File: src/rtl/bf16_exp_table_ctrl_if.sv
// Coefficient-load, cfg-write, evaluation and MAC-operand signal bundle for bf16_exp_table_ctrl.
// master = coefficient source / compute front end / MAC side, slave = the controller.
interface bf16_exp_table_ctrl_if #(
   parameter int BASE_W = 16,
   parameter int OFF_W  = 26
);
   logic              ld_start;
   logic              ld_valid;
   logic              ld_ready;
   logic [BASE_W-1:0] ld_base;
   logic [OFF_W-1:0]  ld_offset;
   logic              table_valid;
   logic              busy;
   logic              cfg_w_en;
   logic              cfg_sgn;
   logic [3:0]        cfg_idx;
   logic [BASE_W-1:0] cfg_base;
   logic [OFF_W-1:0]  cfg_offset;
   logic              req_valid;
   logic              req_ready;
   logic [15:0]       req_x;
   logic [15:0]       mac_x;
   logic [15:0]       mac_y;
   logic              rsp_valid;
   logic              rsp_ready;
   logic [15:0]       rsp_y;

   modport master (
      output ld_start, ld_valid, ld_base, ld_offset, req_valid, req_x, mac_y, rsp_ready,
      input  ld_ready, table_valid, busy, cfg_w_en, cfg_sgn, cfg_idx, cfg_base, cfg_offset,
             req_ready, mac_x, rsp_valid, rsp_y
   );

   modport slave (
      input  ld_start, ld_valid, ld_base, ld_offset, req_valid, req_x, mac_y, rsp_ready,
      output ld_ready, table_valid, busy, cfg_w_en, cfg_sgn, cfg_idx, cfg_base, cfg_offset,
             req_ready, mac_x, rsp_valid, rsp_y
   );
endinterface

File: src/rtl/bf16_exp_table_ctrl.sv
// Table-load sequencer and gated two-stage evaluation pipeline for the BF16 piecewise-linear exp MAC.
// Optional EXP_CTRL_PERF_EN adds a saturating eval_count output of consumed responses.
module bf16_exp_table_ctrl #(
   parameter int NUM_SEG = 13,
   parameter int BASE_W  = 16,
   parameter int OFF_W   = 26
) (
   input  logic                 clk,
   input  logic                 rst_n,
   bf16_exp_table_ctrl_if.slave bus
`ifdef EXP_CTRL_PERF_EN
   ,
   output logic [31:0]          eval_count
`endif
);

   typedef enum logic [1:0] {
      ST_EMPTY = 2'd0,
      ST_DRAIN = 2'd1,
      ST_LOAD  = 2'd2,
      ST_RUN   = 2'd3
   } state_t;

   localparam logic [3:0] LAST_IDX = 4'(NUM_SEG - 1);

   state_t            state_r;
   state_t            state_nxt_s;
   logic              seg_sgn_r;
   logic [3:0]        seg_idx_r;
   logic              beat_s;
   logic              last_beat_s;
   logic              adv_s;
   logic              req_ready_s;
   logic              req_acc_s;
   logic              pipe_busy_s;
   logic              xv_r;
   logic              rsp_valid_r;
   logic [15:0]       mac_x_r;
   logic [15:0]       rsp_y_r;
   logic              cfg_w_en_r;
   logic              cfg_sgn_r;
   logic [3:0]        cfg_idx_r;
   logic [BASE_W-1:0] cfg_base_r;
   logic [OFF_W-1:0]  cfg_offset_r;

   // Handshake qualifiers and next-state selection
   always_comb begin
      adv_s       = !rsp_valid_r || bus.rsp_ready;
      req_ready_s = (state_r == ST_RUN) && (!xv_r || adv_s);
      req_acc_s   = bus.req_valid && req_ready_s;
      beat_s      = (state_r == ST_LOAD) && bus.ld_valid;
      last_beat_s = beat_s && seg_sgn_r && (seg_idx_r == LAST_IDX);
      // A request accepted alongside ld_start must also drain before the table is rewritten
      pipe_busy_s = xv_r || rsp_valid_r || req_acc_s;
      state_nxt_s = state_r;
      case (state_r)
         ST_EMPTY: begin
            if (bus.ld_start) state_nxt_s = ST_LOAD;
            else              state_nxt_s = ST_EMPTY;
         end
         ST_RUN: begin
            if (bus.ld_start) state_nxt_s = pipe_busy_s ? ST_DRAIN : ST_LOAD;
            else              state_nxt_s = ST_RUN;
         end
         ST_DRAIN: begin
            if (!xv_r && !rsp_valid_r) state_nxt_s = ST_LOAD;
            else                       state_nxt_s = ST_DRAIN;
         end
         ST_LOAD: begin
            if (last_beat_s) state_nxt_s = ST_RUN;
            else             state_nxt_s = ST_LOAD;
         end
         default: state_nxt_s = ST_EMPTY;
      endcase
   end

   // State register
   always_ff @(posedge clk) begin
      if (!rst_n) state_r <= ST_EMPTY;
      else        state_r <= state_nxt_s;
   end

   // Entry counter: sgn 0 idx 0..NUM_SEG-1, then sgn 1; parked at zero outside LOAD
   always_ff @(posedge clk) begin
      if (!rst_n || (state_r != ST_LOAD)) begin
         seg_sgn_r <= 1'b0;
         seg_idx_r <= 4'd0;
      end else if (beat_s) begin
         if (seg_idx_r == LAST_IDX) begin
            seg_sgn_r <= ~seg_sgn_r;
            seg_idx_r <= 4'd0;
         end else begin
            seg_idx_r <= seg_idx_r + 4'd1;
         end
      end
   end

   // Registered cfg write port; data holds between writes
   always_ff @(posedge clk) begin
      if (!rst_n) begin
         cfg_w_en_r   <= 1'b0;
         cfg_sgn_r    <= 1'b0;
         cfg_idx_r    <= 4'd0;
         cfg_base_r   <= '0;
         cfg_offset_r <= '0;
      end else if (beat_s) begin
         cfg_w_en_r   <= 1'b1;
         cfg_sgn_r    <= seg_sgn_r;
         cfg_idx_r    <= seg_idx_r;
         cfg_base_r   <= bus.ld_base;
         cfg_offset_r <= bus.ld_offset;
      end else begin
         cfg_w_en_r   <= 1'b0;
      end
   end

   // x stage and result stage of the evaluation pipeline
   always_ff @(posedge clk) begin
      if (!rst_n) begin
         xv_r        <= 1'b0;
         mac_x_r     <= 16'h0000;
         rsp_valid_r <= 1'b0;
         rsp_y_r     <= 16'h0000;
      end else begin
         if (req_acc_s) begin
            mac_x_r <= bus.req_x;
            xv_r    <= 1'b1;
         end else if (adv_s) begin
            xv_r    <= 1'b0;
         end
         if (xv_r && adv_s) begin
            rsp_y_r     <= bus.mac_y;
            rsp_valid_r <= 1'b1;
         end else if (bus.rsp_ready) begin
            rsp_valid_r <= 1'b0;
         end
      end
   end

`ifdef EXP_CTRL_PERF_EN
   logic [31:0] eval_count_r;

   // Saturating count of consumed responses, cleared on each table reload
   always_ff @(posedge clk) begin
      if (!rst_n) begin
         eval_count_r <= 32'd0;
      end else if ((state_nxt_s == ST_LOAD) && (state_r != ST_LOAD)) begin
         eval_count_r <= 32'd0;
      end else if (rsp_valid_r && bus.rsp_ready && (eval_count_r != 32'hFFFF_FFFF)) begin
         eval_count_r <= eval_count_r + 32'd1;
      end
   end

   assign eval_count = eval_count_r;
`else
   // No performance counter in this build
`endif

   assign bus.ld_ready    = (state_r == ST_LOAD);
   assign bus.table_valid = (state_r == ST_RUN);
   assign bus.busy        = (state_r == ST_DRAIN) || (state_r == ST_LOAD);
   assign bus.req_ready   = req_ready_s;
   assign bus.mac_x       = mac_x_r;
   assign bus.rsp_valid   = rsp_valid_r;
   assign bus.rsp_y       = rsp_y_r;
   assign bus.cfg_w_en    = cfg_w_en_r;
   assign bus.cfg_sgn     = cfg_sgn_r;
   assign bus.cfg_idx     = cfg_idx_r;
   assign bus.cfg_base    = cfg_base_r;
   assign bus.cfg_offset  = cfg_offset_r;

endmodule
File: src/flat_wrapper.sv
// flat-port wrapper written by rule: the top's interface ports become plain ports
module bf16_exp_table_ctrl_flat 
#(
   parameter int NUM_SEG = 13,
   parameter int BASE_W  = 16,
   parameter int OFF_W   = 26
)
  (clk, rst_n, bus_ld_start, bus_ld_valid, bus_ld_base, bus_ld_offset, bus_req_valid, bus_req_x, bus_mac_y, bus_rsp_ready, bus_ld_ready, bus_table_valid, bus_busy, bus_cfg_w_en, bus_cfg_sgn, bus_cfg_idx, bus_cfg_base, bus_cfg_offset, bus_req_ready, bus_mac_x, bus_rsp_valid, bus_rsp_y);
  bf16_exp_table_ctrl_if #(.BASE_W(BASE_W), .OFF_W(OFF_W)) bus_i ();
  input  logic clk;
  input  logic rst_n;
  input wire logic [$bits(bus_i.ld_start)-1:0] bus_ld_start;
  input wire logic [$bits(bus_i.ld_valid)-1:0] bus_ld_valid;
  input wire logic [$bits(bus_i.ld_base)-1:0] bus_ld_base;
  input wire logic [$bits(bus_i.ld_offset)-1:0] bus_ld_offset;
  input wire logic [$bits(bus_i.req_valid)-1:0] bus_req_valid;
  input wire logic [$bits(bus_i.req_x)-1:0] bus_req_x;
  input wire logic [$bits(bus_i.mac_y)-1:0] bus_mac_y;
  input wire logic [$bits(bus_i.rsp_ready)-1:0] bus_rsp_ready;
  output wire logic [$bits(bus_i.ld_ready)-1:0] bus_ld_ready;
  output wire logic [$bits(bus_i.table_valid)-1:0] bus_table_valid;
  output wire logic [$bits(bus_i.busy)-1:0] bus_busy;
  output wire logic [$bits(bus_i.cfg_w_en)-1:0] bus_cfg_w_en;
  output wire logic [$bits(bus_i.cfg_sgn)-1:0] bus_cfg_sgn;
  output wire logic [$bits(bus_i.cfg_idx)-1:0] bus_cfg_idx;
  output wire logic [$bits(bus_i.cfg_base)-1:0] bus_cfg_base;
  output wire logic [$bits(bus_i.cfg_offset)-1:0] bus_cfg_offset;
  output wire logic [$bits(bus_i.req_ready)-1:0] bus_req_ready;
  output wire logic [$bits(bus_i.mac_x)-1:0] bus_mac_x;
  output wire logic [$bits(bus_i.rsp_valid)-1:0] bus_rsp_valid;
  output wire logic [$bits(bus_i.rsp_y)-1:0] bus_rsp_y;
  assign bus_i.ld_start = bus_ld_start;
  assign bus_i.ld_valid = bus_ld_valid;
  assign bus_i.ld_base = bus_ld_base;
  assign bus_i.ld_offset = bus_ld_offset;
  assign bus_i.req_valid = bus_req_valid;
  assign bus_i.req_x = bus_req_x;
  assign bus_i.mac_y = bus_mac_y;
  assign bus_i.rsp_ready = bus_rsp_ready;
  assign bus_ld_ready = bus_i.ld_ready;
  assign bus_table_valid = bus_i.table_valid;
  assign bus_busy = bus_i.busy;
  assign bus_cfg_w_en = bus_i.cfg_w_en;
  assign bus_cfg_sgn = bus_i.cfg_sgn;
  assign bus_cfg_idx = bus_i.cfg_idx;
  assign bus_cfg_base = bus_i.cfg_base;
  assign bus_cfg_offset = bus_i.cfg_offset;
  assign bus_req_ready = bus_i.req_ready;
  assign bus_mac_x = bus_i.mac_x;
  assign bus_rsp_valid = bus_i.rsp_valid;
  assign bus_rsp_y = bus_i.rsp_y;
  bf16_exp_table_ctrl #(.NUM_SEG(NUM_SEG), .BASE_W(BASE_W), .OFF_W(OFF_W)) u_core (.clk(clk), .rst_n(rst_n), .bus(bus_i));
endmodule
File: config.mk
export PLATFORM = sky130hd
export DESIGN_NAME = bf16_exp_table_ctrl_flat
export DESIGN_NICKNAME = d
export VERILOG_FILES = /design/src/rtl/bf16_exp_table_ctrl_if.sv /design/src/rtl/bf16_exp_table_ctrl.sv /design/src/flat_wrapper.sv
export SDC_FILE = /design/constraint.sdc
export NUM_CORES = 1
export LEC_CHECK = 0
export BUFFER_PORTS_ARGS = -buffer_cell sky130_fd_sc_hd__buf_4
export CAP_MARGIN = 10
export CELL_PAD_IN_SITES_DETAIL_PLACEMENT = 1
export CELL_PAD_IN_SITES_GLOBAL_PLACEMENT = 1
export CORE_MARGIN = 2
export CORE_UTILIZATION = 29
export DETAILED_ROUTE_END_ITERATION = 16
export GPL_ROUTABILITY_DRIVEN = 0
export PLACE_DENSITY_LB_ADDON = 0.1
export SLEW_MARGIN = 20
export SYNTH_ARGS = -nofsm -noshare
export SYNTH_HDL_FRONTEND = slang
export SYNTH_SLANG_ARGS = --single-unit
export TNS_END_PERCENT = 5
File: constraint.sdc
create_clock -name clk -period 1.3 [get_ports clk]
set_input_delay 0.13 -clock clk [delete_from_list [all_inputs] [get_ports clk]]
set_output_delay 0.13 -clock clk [all_outputs]
set_load 0.02 [all_outputs]
Word level (Yosys, flattened, before mapping) --
Cells that the tools add are included.
Storage, ports and cells: bits in registers 89, bits of input ports 80, output and inout port bits 85, logic and storage cells 51
Operators by class: add/sub/neg operators 1, equality and inequality tests 5, multiplexer cells 12, bitwise gates (word level) 1, reduce and logical (&&, ||, !) cells 20
Operators by type and width (count):
- 2-bit two-way mux | 4
- 2-bit one-hot mux with 4 select lines | 1
- 1-bit logical AND | 7
- 1-bit logical OR | 6
- 1-bit two-way mux | 6
- 4-bit by 1-bit adder with 4-bit output, second input constant | 1
- 2-bit equality test, second input constant | 2
- 4-bit equality test, second input constant | 1
- 4-bit two-way mux | 1
- 2-bit nonzero test | 2
- 1-bit zero test | 3
- 2-bit by 1-bit equality test with 1-bit output, second input constant | 1
- 2-bit zero test | 1
- 2-bit != test, second input constant | 1
- 2-bit AND reduction | 1
- 1-bit inverter | 1

Depth between registers and ports, before layout --
Gate-level depths: netlist (run 1).
depth in word-level cells 9, gate-level depth with buffers 7, depth with buffers taken out 5

Worst setup path after synthesis (run 1) --
Ideal clock, no wire load.
path kind flip-flop to flip-flop, start point register u_core.state_r[0], end point register u_core.mac_x_r[10] (netlist: u_core.bus.mac_x[10]), setup time 0.072 ns, data arrival time 1.458 ns, path slack -0.229 ns, cell stages (with the launch flop) 6, buffers on the path 1, cell sequence dfxtp_1 ha_1 nand2_1 a21oi_4 buf_12 mux2i_1
Between the ends: word-level cells in the longest chain between the ends 3
RTL lines:
- start, declared | line bf16_exp_table_ctrl.sv:26 | state_t state_r;
- start signal, assigned | line bf16_exp_table_ctrl.sv:80 | else state_r <= state_nxt_s;
- 2-bit equality test
- named net bus_table_valid | line flat_wrapper.sv:21 | output wire logic [$bits(bus_i.table_valid)-1:0] bus_table_valid;
- 1-bit logical AND | line bf16_exp_table_ctrl.sv:49 | req_ready_s = (state_r == ST_RUN) && (!xv_r || adv_s);
- 1-bit logical AND | line bf16_exp_table_ctrl.sv:50 | req_acc_s = bus.req_valid && req_ready_s;
- end signal, assigned | line bf16_exp_table_ctrl.sv:126 | mac_x_r <= bus.req_x;
- end, declared | line bf16_exp_table_ctrl.sv:38 | logic [15:0] mac_x_r;
The timed path passes the listed nets, and every way through them passes these cells. A chain may end at the register's enable or synchronous reset.

Worst setup path in the final report (run 1) --
start point register u_core.state_r[0], end point register u_core.cfg_offset_r[18] (netlist: u_core.bus.cfg_offset[18])
Between the ends: word-level cells in the longest chain between the ends 2
RTL lines:
- 2-bit equality test | line bf16_exp_table_ctrl.sv:51 | beat_s = (state_r == ST_LOAD) && bus.ld_valid;
- 1-bit logical AND | line bf16_exp_table_ctrl.sv:51
- end signal, assigned | line bf16_exp_table_ctrl.sv:111 | cfg_offset_r <= bus.ld_offset;
- end, declared | line bf16_exp_table_ctrl.sv:44 | logic [OFF_W-1:0] cfg_offset_r;
Every way passes these cells.

==> metrics.txt, run 1 <==
# TYPE chip_impl_metric gauge
chip_impl_metric{name="crit_fanout",unit=""} 15
chip_impl_metric{name="timing.final.crit_period",unit="ns"} 1.311
chip_impl_metric{name="finish.cell_count_without_fillers",unit=""} 718
chip_impl_metric{name="yosys.cell_types.count",unit=""} 30
chip_impl_metric{name="cts_num_sinks",unit=""} 89
chip_impl_info{name="failing_checks",value="negative setup slack"} 1
chip_impl_metric{name="synth-seq-cells",unit=""} 89
chip_impl_metric{name="post-dp-hpwl",unit="µm"} 7424
chip_impl_metric{name="core-area",unit="µm²"} 11370
chip_impl_info{name="min-delay-path-class",value="input port to flop"} 1
chip_impl_metric{name="floorplan.initialDensity",unit="%"} 29.71
chip_impl_metric{name="crit_arrival",unit="ns"} 1.58
chip_impl_metric{name="grt_pass1_vias",unit=""} 3461
chip_impl_metric{name="route.detailed.vias_per_inst",unit=""} 4.656
chip_impl_info{name="tritoncts",value="built"} 1
chip_impl_metric{name="finClkSkew",unit="ns"} 0.004886
chip_impl_metric{name="top_level_ports",unit=""} 165
chip_impl_metric{name="max-cap-violations",unit=""} 0
chip_impl_metric{name="drt_drc_violations_left",unit=""} 0
chip_impl_metric{name="drive_gt1_share",unit="%"} 41.39
chip_impl_metric{name="vdd_drop_max",unit="µV"} 575.2
chip_impl_metric{name="synth_nets",unit=""} 491
chip_impl_metric{name="nNetsFinal",unit=""} 657
chip_impl_metric{name="detail-route-antenna-nets",unit=""} 0
chip_impl_metric{name="number_of_antenna_violations_at_the_first_check_in_global_routing",unit=""} 0
chip_impl_metric{name="num_vias",unit=""} 3343
chip_impl_metric{name="clockBufferDepth",unit=""} 2
chip_impl_metric{name="postLayoutCellArea",unit="µm²"} 5361
chip_impl_info{name="outcome",value="complete, but fails checks"} 1
chip_impl_info{name="rsz0062_at_grt",value="yes"} 1
chip_impl_metric{name="leakagePower",unit="nW"} 2.220
chip_impl_metric{name="seq_area_frac_synth",unit="%"} 52.74
chip_impl_metric{name="syn-mean-instance-area",unit="µm²"} 8.341
chip_impl_metric{name="setup_ws",unit="ns"} -0.01093
chip_impl_metric{name="routed_wire_length_per_instance",unit="µm"} 14.85
chip_impl_metric{name="ctsHtreeMaxLevel",unit=""} 3
chip_impl_info{name="cts_root_buffer",value="sky130_fd_sc_hd__clkbuf_16"} 1
chip_impl_metric{name="die_area",unit="µm²"} 12530
chip_impl_metric{name="layout_worst_path_cycle_share",unit="%"} 100.8
chip_impl_metric{name="clk_transition_reported_paths",unit="ns"} 0.06
chip_impl_metric{name="area_growth_syn_to_layout",unit="%"} 58.70
chip_impl_metric{name="fmaxAchievable",unit="GHz"} 0.7628
chip_impl_metric{name="synth.cell_area",unit="µm²"} 3378
chip_impl_metric{name="global_route.usage.total",unit="%"} 16.79
chip_impl_metric{name="ys_warn_count",unit=""} 0
chip_impl_info{name="worst-setup-path-type",value="flop to flop"} 1
chip_impl_metric{name="drtIter0Drc",unit=""} 149
chip_impl_metric{name="clock_latency_on_the_worst_skew_pair",unit="ns"} 0.34
chip_impl_metric{name="worst_slew_pin_slew",unit="ns"} 0.4529
chip_impl_metric{name="maxSlewViolCount",unit=""} 0
chip_impl_info{name="yosys.area.top_type",value="sky130_fd_sc_hd__dfxtp_1"} 1
chip_impl_metric{name="tritoncts_buffers",unit=""} 9
chip_impl_metric{name="finalSetupViolations",unit=""} 3
chip_impl_metric{name="drt-total-wl",unit="µm"} 10660
chip_impl_metric{name="globalRouteOverflowTotal",unit=""} 0
chip_impl_metric{name="final-hold-violation-count",unit=""} 0
chip_impl_metric{name="drt_pass1_iterations",unit=""} 4
chip_impl_metric{name="grt_first_pass_wirelength",unit="µm"} 16800
chip_impl_metric{name="power.density",unit="nW/µm²"} 1139
chip_impl_metric{name="die_x",unit="µm"} 111.9
chip_impl_metric{name="syn_inst",unit=""} 405
chip_impl_metric{name="die_height",unit="µm"} 111.9
chip_impl_info{name="synth.top_cells.by_area",value="sky130_fd_sc_hd__dfxtp_1 (53%), sky130_fd_sc_hd__nand2_1 (15%), sky130_fd_sc_hd__a21oi_1 (9.8%)"} 1
chip_impl_metric{name="synth.top_cell.area_share",unit="%"} 52.74
chip_impl_metric{name="placed_cells",unit=""} 696
chip_impl_metric{name="core.rowCount",unit=""} 39
chip_impl_metric{name="worst_ep_required_time",unit="ns"} 1.57
chip_impl_metric{name="largest_net_degree_at_the_start_of_global_routing",unit=""} 36
chip_impl_metric{name="numPortBuffers",unit=""} 164
chip_impl_info{name="critical_path.endpoint_type",value="flop"} 1
chip_impl_metric{name="diodes",unit=""} 0
chip_impl_metric{name="fin_util",unit="%"} 47.16
chip_impl_metric{name="postPlaceCellArea",unit="µm²"} 4843
chip_impl_metric{name="slew-limit-headroom",unit="%"} 69.78
chip_impl_info{name="crit_path_start_kind",value="flop"} 1
-- cell usage after synthesis, drive strengths merged --
cell,count
xor2,2
ha,6
clkbuf,12
and2,2
inv,7
nor2,6
or2,1
or2b,1
nor2b,2
dfxtp,89
a21oi,67
a211oi,1
nand4,1
a311oi,1
o21ai,19
o22ai,1
buf,17
nand3,19
or3,1
a221oi,1
mux2i,17
xnor2,1
nand2,131
-- critical path: stages (launching register included) --
cell	delay, ns
sky130_fd_sc_hd__dfxtp_4	0.36
sky130_fd_sc_hd__inv_4	0.08
sky130_fd_sc_hd__ha_4	0.19
sky130_fd_sc_hd__and2_4	0.23
sky130_fd_sc_hd__buf_12	0.16
sky130_fd_sc_hd__nand2_1	0.08
sky130_fd_sc_hd__a21oi_2	0.14
-- layer usage --
layer / vias to the layer above / GRT usage [%] / part of all wire [%]
met3: 12 / 6.042 / 8.1
met1: 1565 / 18.76 / 41
met4: 0 / 7.480 / 1.6
met2: 101 / 28.77 / 49
met5: - / 0 / 0
li1: 1665 / - / -
-- metrics by stage --
stage                     hold WS [ns]  power [W]   TNS, ns  setup WS [ns]
after floorplan                 0.2660   0.003143         0       0.006262
after global placement          0.3763   0.003497         0        0.04492
after detailed placement        0.3896   0.003512   -0.1697       -0.04581
after CTS                      0.02152   0.006194   -0.5720       -0.03467
after global routing           0.03186   0.006378    -2.105       -0.09098
final                          0.03642   0.006107  -0.02610       -0.01093
-- cell usage in the layout, fill, tap and decap left out, types with 9 or more instances in the layout --
| cell type | synthesis | final |
|---|---|---|
| sky130_fd_sc_hd__nand2_1 | 131 | 128 |
| sky130_fd_sc_hd__mux2i_1 | 17 | 17 |
| sky130_fd_sc_hd__a21oi_2 | 0 | 21 |
| sky130_fd_sc_hd__clkbuf_16 | 0 | 9 |
| sky130_fd_sc_hd__a21oi_1 | 66 | 45 |
| sky130_fd_sc_hd__buf_4 | 4 | 174 |
| sky130_fd_sc_hd__nand3_1 | 19 | 19 |
| sky130_fd_sc_hd__dfxtp_1 | 89 | 85 |
| sky130_fd_sc_hd__o21ai_0 | 19 | 19 |
-- sequential cells by signal, indices dropped and copies added (netlist names) --
register,flops
u_core.bus.cfg_base,16
u_core.bus.cfg_idx,4
u_core.bus.cfg_offset,26
u_core.bus.cfg_sgn,1
u_core.bus.cfg_w_en,1
u_core.bus.mac_x,16
u_core.bus.rsp_valid,1
u_core.bus.rsp_y,16
u_core.seg_idx_r,4
u_core.seg_sgn_r,1
u_core.state_r,2
u_core.xv_r,1
-- worst paths after layout --
path / from / cells after the start / to / slack [ns]
min reg2reg: u_core.bus.cfg_offset[7] / 2 / u_core.bus.cfg_offset[7] / 0.45
max reg2reg: u_core.state_r[0] / 6 / u_core.bus.cfg_offset[18] / -0.01
max: u_core.state_r[0] / 6 / u_core.bus.cfg_offset[18] / -0.01
min: bus_ld_base[13] / 3 / u_core.bus.cfg_base[13] / 0.04
-- repair_timing --
action | CTS | global route
endpoints found under the setup margin | 24 | 69
hold buffers | 0 | 0
pin swaps | 4 | 1
resized for setup | 13 | 25
gates cloned | 2 | 0
setup buffers | 5 | 0
-- cells by family after synthesis --
| family | after synthesis | share of synthesized area (%) |
|---|---|---|
| mux | 17 | 5.037 |
| buf+inv | 36 | 5.444 |
| xor+xnor | 3 | 0.7779 |
| flops | 89 | 52.74 |
| fa+ha+maj | 6 | 2.222 |
| compound gates | 90 | 14.00 |
| simple gates | 164 | 19.78 |
-- final cells by class --
class,instances,area [µm²]
fill,1312,6008
sequential,89,1794
multi-input combinational,280,1559
timing repair buffer,184,1504
clock buffer,12,256.5
tap,143,178.9
clock inverter,3,40.04
inverter,7,28.78
-- where the power goes --
| part | internal [W] | total [W] | switching [W] | leakage (nW) |
|---|---|---|---|---|
| sequential | 0.00278 | 0.00282 | 0.0000345 | 0.723 |
| clock | 0.00158 | 0.00260 | 0.00103 | 0.148 |
| combinational | 0.000350 | 0.000687 | 0.000337 | 1.35 |
Power figures use the tool's default switching activity.
==> run 2, diff against run 1 <==
CELL_PAD_IN_SITES_DETAIL_PLACEMENT = 2   (was 1)
CELL_PAD_IN_SITES_GLOBAL_PLACEMENT = 2   (was 1)
CORE_UTILIZATION = 22   (was 29)
==> run 2 against run 1 <==
The flow still finishes with violations (negative setup slack). Clock skew up 0.0027 ns. Via count rose by 2.0%. Clock power increased by 23%. Register-to-register slack got worse by 0.04 ns. Non-clock buffer count rose by 5. Sequential share of layout area shrank 1.4 points. Worst hold slack worse by 0.0023 ns. Setup slack got worse by 0.045 ns. Cell area grew 4.4%. Fmax is 3.3% lower. Highest routed layer unchanged.
==> metrics.txt, run 2 (synthesis results as in run 1) <==
# TYPE chip_impl_metric gauge
chip_impl_info{name="outcome",value="complete, but fails checks"} 1
chip_impl_info{name="failing_checks",value="negative setup slack"} 1
chip_impl_metric{name="global_route.usage.total",unit="%"} 14.00
chip_impl_metric{name="number_of_antenna_violations_at_the_first_check_in_global_routing",unit=""} 0
chip_impl_metric{name="setup_ws",unit="ns"} -0.05578
chip_impl_metric{name="fin_util",unit="%"} 37.09
chip_impl_metric{name="cts_num_sinks",unit=""} 89
chip_impl_metric{name="finalSetupViolations",unit=""} 39
chip_impl_info{name="worst-setup-path-type",value="flop to flop"} 1
chip_impl_metric{name="detail-route-antenna-nets",unit=""} 0
chip_impl_metric{name="fmaxAchievable",unit="GHz"} 0.7376
chip_impl_metric{name="post-dp-hpwl",unit="µm"} 8147
chip_impl_info{name="leading_cell_type_in_the_layout_fill_and_taps_excluded",value="sky130_fd_sc_hd__buf_4"} 1
chip_impl_metric{name="worst_slew_pin_slew",unit="ns"} 0.4853
chip_impl_metric{name="area_growth_syn_to_layout",unit="%"} 65.67
chip_impl_metric{name="routed_wire_length_per_instance",unit="µm"} 15.45
chip_impl_info{name="crit_path_top_delay_cell",value="sky130_fd_sc_hd__dfxtp_4"} 1
chip_impl_metric{name="pre_cts_slack",unit="ns"} -0.03469
chip_impl_metric{name="max-cap-violations",unit=""} 0
chip_impl_metric{name="floorplan.initialDensity",unit="%"} 22.39
chip_impl_metric{name="clockBufferDepth",unit=""} 2
chip_impl_metric{name="worst_ep_required_time",unit="ns"} 1.57
chip_impl_metric{name="globalRouteOverflowTotal",unit=""} 0
chip_impl_metric{name="postPlaceCellArea",unit="µm²"} 4907
chip_impl_metric{name="route.detailed.vias_per_inst",unit=""} 4.434
chip_impl_metric{name="vdd_drop_max",unit="µV"} 712.6
chip_impl_metric{name="ctsHtreeMaxLevel",unit=""} 3
chip_impl_metric{name="largest_net_degree_at_the_start_of_global_routing",unit=""} 35
chip_impl_info{name="min-delay-path-class",value="input port to flop"} 1
chip_impl_metric{name="drive_gt1_share",unit="%"} 44.23
chip_impl_metric{name="drt_drc_violations_left",unit=""} 0
chip_impl_metric{name="crit_arrival",unit="ns"} 1.63
chip_impl_metric{name="core.rowCount",unit=""} 45
chip_impl_metric{name="largest_register_ff_count",unit=""} 26
chip_impl_metric{name="die_height",unit="µm"} 127.9
chip_impl_metric{name="clock_latency_on_the_worst_skew_pair",unit="ns"} 0.34
chip_impl_metric{name="leakagePower",unit="nW"} 2.285
chip_impl_metric{name="count_of_hold_fix_buffers_inserted_at_cts",unit=""} 0
chip_impl_metric{name="postLayoutCellArea",unit="µm²"} 5597
chip_impl_metric{name="final-hold-violation-count",unit=""} 0
chip_impl_metric{name="grt_first_pass_wirelength",unit="µm"} 18150
chip_impl_metric{name="drt_pass1_iterations",unit=""} 4
chip_impl_metric{name="hold_depth",unit=""} 3
chip_impl_metric{name="max_stage_delay",unit="ns"} 0.36
chip_impl_metric{name="timing.final.crit_period",unit="ns"} 1.356
chip_impl_metric{name="drt-total-wl",unit="µm"} 11880
chip_impl_metric{name="rr_worst_depth",unit=""} 6
chip_impl_metric{name="power.density",unit="nW/µm²"} 1202
chip_impl_metric{name="clk_transition_reported_paths",unit="ns"} 0.07
chip_impl_info{name="tritoncts",value="built"} 1
chip_impl_metric{name="die_x",unit="µm"} 127.9
chip_impl_metric{name="drtIter0Drc",unit=""} 91
chip_impl_metric{name="maxSlewViolCount",unit=""} 0
chip_impl_info{name="final_cell_mix",value="sky130_fd_sc_hd__buf_4 (177), sky130_fd_sc_hd__nand2_1 (126), sky130_fd_sc_hd__dfxtp_1 (85), sky130_fd_sc_hd__a21oi_1 (35), sky130_fd_sc_hd__a21oi_2 (31)"} 1
chip_impl_metric{name="slew-limit-headroom",unit="%"} 67.61
chip_impl_metric{name="crit_fanout",unit=""} 8
chip_impl_info{name="crit_path_start_kind",value="flop"} 1
chip_impl_metric{name="numPortBuffers",unit=""} 164
chip_impl_info{name="critical_path.endpoint_type",value="flop"} 1
chip_impl_metric{name="top_level_ports",unit=""} 165
chip_impl_info{name="worstPathCellList",value="inv_4 -> ha_4 -> and2_4 -> clkbuf_16 -> nand2_1 -> a21oi_2"} 1
chip_impl_metric{name="finClkSkew",unit="ns"} 0.007556
chip_impl_info{name="rsz0062_at_grt",value="yes"} 1
chip_impl_info{name="cts_root_buffer",value="sky130_fd_sc_hd__clkbuf_16"} 1
chip_impl_metric{name="grt_pass1_vias",unit=""} 3638
chip_impl_metric{name="die_area",unit="µm²"} 16360
chip_impl_metric{name="layout_worst_path_cycle_share",unit="%"} 104.3
chip_impl_metric{name="core-area",unit="µm²"} 15090
chip_impl_metric{name="diodes",unit=""} 0
chip_impl_metric{name="tritoncts_buffers",unit=""} 9
chip_impl_metric{name="num_vias",unit=""} 3410
chip_impl_metric{name="nNetsFinal",unit=""} 662
run 2: changes by cell type in the layout (fill, tap and decap cells not counted), moves of 2 or more:
cell / before / now
sky130_fd_sc_hd__a21oi_1: 45 / 35
sky130_fd_sc_hd__a21oi_2: 21 / 31
sky130_fd_sc_hd__clkbuf_16: 9 / 13
sky130_fd_sc_hd__buf_4: 174 / 177
sky130_fd_sc_hd__buf_12: 6 / 4
sky130_fd_sc_hd__bufinv_16: 1 / 3
sky130_fd_sc_hd__nand2_1: 128 / 126
sky130_fd_sc_hd__nand2_2: 1 / 3
run 2: what timing repair did:
| item | CTS | global route |
|---|---|---|
| pin swaps | 6 | 3 |
| resized for setup | 10 | 41 |
| gates cloned | 1 | 3 |
| setup buffers | 3 | 1 |
| setup endpoints to repair | 35 | 57 |
run 2: layout make-up:
type | count | area [µm²]
clock buffers | 12 | 277.8
clock inverters | 4 | 95.09
fillers | 1680 | 9493
inverters | 7 | 28.78
multi-input cells | 280 | 1605
flip-flops and latches | 89 | 1794
well taps | 188 | 235.2
repair buffers | 189 | 1560
run 2: metal layers:
metal / wire [µm] / up-vias / global-route usage (%)
met2: 5720 / 95 / 23.91
met5: 0 / - / 0
li1: - / 1670 / -
met3: 865 / 9 / 4.424
met1: 5145 / 1636 / 16.63
met4: 151 / 0 / 4.848
run 2: critical path, delay by kind of cell (launching register included):
kind | cells | cell delay (ns)
flops | 1 | 0.36
simple gates | 2 | 0.36
fa+ha+maj | 1 | 0.17
buf+inv | 2 | 0.28
compound gates | 1 | 0.11
run 2: path summary, 6_finish.rpt:
check,start,endpoint,slack (ns)
max,u_core.state_r[0],u_core.bus.cfg_offset[15],-0.06
min,bus_ld_offset[6],u_core.bus.cfg_offset[6],0.03
max reg2reg,u_core.state_r[0],u_core.bus.cfg_offset[15],-0.06
min reg2reg,u_core.bus.cfg_offset[18],u_core.bus.cfg_offset[18],0.46
run 2: where the power goes:
part	switching, W	internal, W	leakage [nW]
Combinational	0.000358	0.000366	1.38
Sequential	0.0000345	0.00278	0.723
Clock	0.00109	0.00210	0.184
run 2: per-stage QoR:
stage | setup TNS (ns) | std cells | power [W] | hold slack, ns
3_3_place_gp | 0 | 745 | 0.003503 | 0.3763
2_1_floorplan | 0 | 405 | 0.003143 | 0.2660
6_report | -0.9363 | 769 | 0.006725 | 0.03408
5_1_grt | -4.821 | 769 | 0.007031 | 0.03308
4_1_cts | -0.9762 | 765 | 0.006787 | 0.02070
3_5_place_dp | -0.1584 | 745 | 0.003517 | 0.3905
==> run 3, diff against run 2 <==
CELL_PAD_IN_SITES_DETAIL_PLACEMENT = not set   (was 2)
CELL_PAD_IN_SITES_GLOBAL_PLACEMENT = not set   (was 2)
CORE_UTILIZATION = 40   (was 22)
PLACE_DENSITY = 0.74   (was not set)
PLACE_DENSITY_LB_ADDON = not set   (was 0.1)
==> run 3 against run 2 <==
The run still ends with negative setup slack left. Die area shrank 44%. Fmax grew 2.2%. Largest power group is now sequential cells. First-iteration DRC count grew 21%. Register-to-register slack gained 0.06 ns. Critical path type is now flop to primary output. Final cell count shrank 12%. Setup slack gained 0.030 ns. Highest routed layer unchanged.
==> metrics.txt, run 3 (synthesis results as in run 1) <==
# TYPE chip_impl_metric gauge
chip_impl_info{name="outcome",value="complete, but fails checks"} 1
chip_impl_info{name="failing_checks",value="negative setup slack"} 1
chip_impl_metric{name="finish.cell_count_without_fillers",unit=""} 679
chip_impl_metric{name="diodes",unit=""} 0
chip_impl_metric{name="max-cap-violations",unit=""} 0
chip_impl_metric{name="floorplan.initialDensity",unit="%"} 41.11
chip_impl_info{name="tritoncts",value="built"} 1
chip_impl_metric{name="whs",unit="ns"} 0.01473
chip_impl_info{name="rsz0062_at_grt",value="yes"} 1
chip_impl_metric{name="final-hold-violation-count",unit=""} 0
chip_impl_metric{name="routed_wire_length_per_instance",unit="µm"} 12.69
chip_impl_metric{name="global_route.usage.total",unit="%"} 18.02
chip_impl_metric{name="number_of_antenna_violations_at_the_first_check_in_global_routing",unit=""} 0
chip_impl_metric{name="globalRouteOverflowTotal",unit=""} 0
chip_impl_metric{name="drtIter0Drc",unit=""} 110
chip_impl_metric{name="die_height",unit="µm"} 95.90
chip_impl_metric{name="worst_slew_pin_slew",unit="ns"} 0.5611
chip_impl_metric{name="detail-route-antenna-nets",unit=""} 0
chip_impl_metric{name="seqCellArea",unit="µm²"} 1793
chip_impl_metric{name="slew-limit-headroom",unit="%"} 62.59
chip_impl_metric{name="num_vias",unit=""} 3265
chip_impl_metric{name="vdd_drop_max",unit="µV"} 475.8
chip_impl_info{name="crit_path_start_kind",value="flop"} 1
chip_impl_metric{name="crit_fanout",unit=""} 4
chip_impl_metric{name="grt_first_pass_wirelength",unit="µm"} 13050
chip_impl_metric{name="drt_pass1_iterations",unit=""} 4
chip_impl_metric{name="fmaxAchievable",unit="GHz"} 0.7541
chip_impl_info{name="min-delay-path-class",value="input port to flop"} 1
chip_impl_metric{name="die_x",unit="µm"} 95.90
chip_impl_metric{name="max_stage_delay",unit="ns"} 0.36
chip_impl_metric{name="leakagePower",unit="nW"} 2.159
chip_impl_info{name="worstPathCellList",value="nor2b_4 -> nand2_2 -> and2_4 -> buf_6"} 1
chip_impl_metric{name="clock_latency_on_the_worst_skew_pair",unit="ns"} 0.35
chip_impl_metric{name="post-dp-hpwl",unit="µm"} 6156
chip_impl_metric{name="core.rowCount",unit=""} 33
chip_impl_metric{name="placed_cells",unit=""} 659
chip_impl_info{name="crit_path_top_delay_cell",value="sky130_fd_sc_hd__dfxtp_4"} 1
chip_impl_metric{name="worst_ep_required_time",unit="ns"} 1.17
chip_impl_metric{name="fin_util",unit="%"} 62.51
chip_impl_metric{name="clk_transition_reported_paths",unit="ns"} 0.09
chip_impl_metric{name="largest_net_degree_at_the_start_of_global_routing",unit=""} 33
chip_impl_metric{name="route.detailed.vias_per_inst",unit=""} 4.809
chip_impl_info{name="critical_path.endpoint_type",value="primary output"} 1
chip_impl_metric{name="layout_worst_path_cycle_share",unit="%"} 102.0
chip_impl_metric{name="timing.final.crit_period",unit="ns"} 1.326
chip_impl_metric{name="area_growth_syn_to_layout",unit="%"} 52.04
chip_impl_metric{name="die_area",unit="µm²"} 9197
chip_impl_metric{name="drt_drc_violations_left",unit=""} 0
chip_impl_metric{name="numPortBuffers",unit=""} 164
chip_impl_metric{name="critical_path_buf_inv_count",unit=""} 1
chip_impl_metric{name="top_level_ports",unit=""} 165
chip_impl_info{name="cts_root_buffer",value="sky130_fd_sc_hd__clkbuf_8"} 1
chip_impl_info{name="critPathTopFamily",value="flip-flops"} 1
chip_impl_metric{name="clockBufferDepth",unit=""} 2
chip_impl_metric{name="setup_ws",unit="ns"} -0.02606
chip_impl_metric{name="n_fill_cell",unit=""} 703
chip_impl_metric{name="grt_pass1_vias",unit=""} 2921
chip_impl_metric{name="core-area",unit="µm²"} 8217
chip_impl_info{name="final_cell_mix",value="sky130_fd_sc_hd__buf_4 (173), sky130_fd_sc_hd__nand2_1 (128), sky130_fd_sc_hd__dfxtp_1 (86), sky130_fd_sc_hd__a21oi_1 (60)"} 1
chip_impl_metric{name="cts_num_sinks",unit=""} 89
chip_impl_info{name="leading_cell_type_in_the_layout_fill_and_taps_excluded",value="sky130_fd_sc_hd__buf_4"} 1
chip_impl_metric{name="finalSetupViolations",unit=""} 2
chip_impl_metric{name="crit_arrival",unit="ns"} 1.20
chip_impl_info{name="worst-setup-path-type",value="flop to primary output"} 1
chip_impl_metric{name="maxSlewViolCount",unit=""} 0
chip_impl_metric{name="drive_gt1_share",unit="%"} 38.33
chip_impl_metric{name="finClkSkew",unit="ns"} 0.01207
chip_impl_metric{name="nNetsFinal",unit=""} 656
chip_impl_metric{name="area_occupied_by_multi_input_gates",unit="µm²"} 1496
chip_impl_metric{name="ctsHtreeMaxLevel",unit=""} 3
chip_impl_metric{name="power.density",unit="nW/µm²"} 1109
chip_impl_metric{name="largest_register_ff_count",unit=""} 26
chip_impl_metric{name="drt-total-wl",unit="µm"} 8617
chip_impl_metric{name="tritoncts_buffers",unit=""} 9
==> run 3: cell count changes in the layout (fill, tap and decap cells not counted), sizes merged <==
cell	change
buf	-4
clkbuf	-5
clkinv	+1
dlygate4sd3	+1
==> run 3: worst paths after layout <==
| path | from | endpoint | slack (ns) | depth (start not counted) |
|---|---|---|---|---|
| worst max-delay path | u_core.bus.rsp_valid | bus_req_ready | -0.03 | 4 |
| worst min-delay path | bus_ld_offset[7] | u_core.bus.cfg_offset[7] | 0.01 | 3 |
| worst max register to register | u_core.state_r[0] | u_core.seg_idx_r[3] | 0 | 5 |
| worst min register to register | u_core.bus.cfg_idx[0] | u_core.bus.cfg_idx[0] | 0.46 | 2 |
==> run 3: tightest hold or removal path, cell delays in order <==
cell                      delay [ns]
sky130_fd_sc_hd__buf_4          0.11
sky130_fd_sc_hd__nand2_1        0.04
sky130_fd_sc_hd__a21oi_1        0.05
==> run 3: final cells by class <==
cell class / count / share of cell area, %
sequential: 89 / 34.91
inverter: 7 / 0.5603
timing repair buffer: 183 / 28.14
clock inverter: 5 / 2.022
tap: 105 / 2.558
clock buffer: 10 / 2.680
multi-input combinational: 280 / 29.14
==> run 3: through the flow <==
| step | TNS (ns) | total power [W] | setup slack (ns) | cell area [µm²] |
|---|---|---|---|---|
| floorplan | 0 | 0.003143 | 0.006262 | 3422 |
| global placement | 0 | 0.003471 | 0.04992 | 4777 |
| detailed placement | -0.008921 | 0.003481 | -0.008921 | 4777 |
| CTS | -0.04569 | 0.005738 | -0.04192 | 5087 |
| global route | -0.5368 | 0.005935 | -0.1013 | 5136 |
| finish | -0.02751 | 0.005696 | -0.02606 | 5136 |
==> run 3: what timing repair did <==
item                                   in CTS  in global routing
cloned                                      0                  0
pin swaps                                   2                  3
endpoints found under the hold margin       0                  1
hold buffers                                0                  1
setup endpoints to repair                   4                 41
gates resized for setup                    13                  9
setup buffers                               3                  1
==> run 3: metal layers <==
metal	vias up	track usage, %	wire length (µm)
li1	1655	-	-
met3	7	6.265	735
met2	123	30.48	4068
met5	-	0	0
met4	0	5.357	92
met1	1480	21.59	3720
==> run 3: report_power, final <==
| part | switching, W | total [W] | internal, W |
|---|---|---|---|
| sequential | 0.0000353 | 0.00281 | 0.00278 |
| clock | 0.000938 | 0.00226 | 0.00132 |
| combinational | 0.000303 | 0.000626 | 0.000323 |
| total | 0.00128 | 0.00570 | 0.00442 |
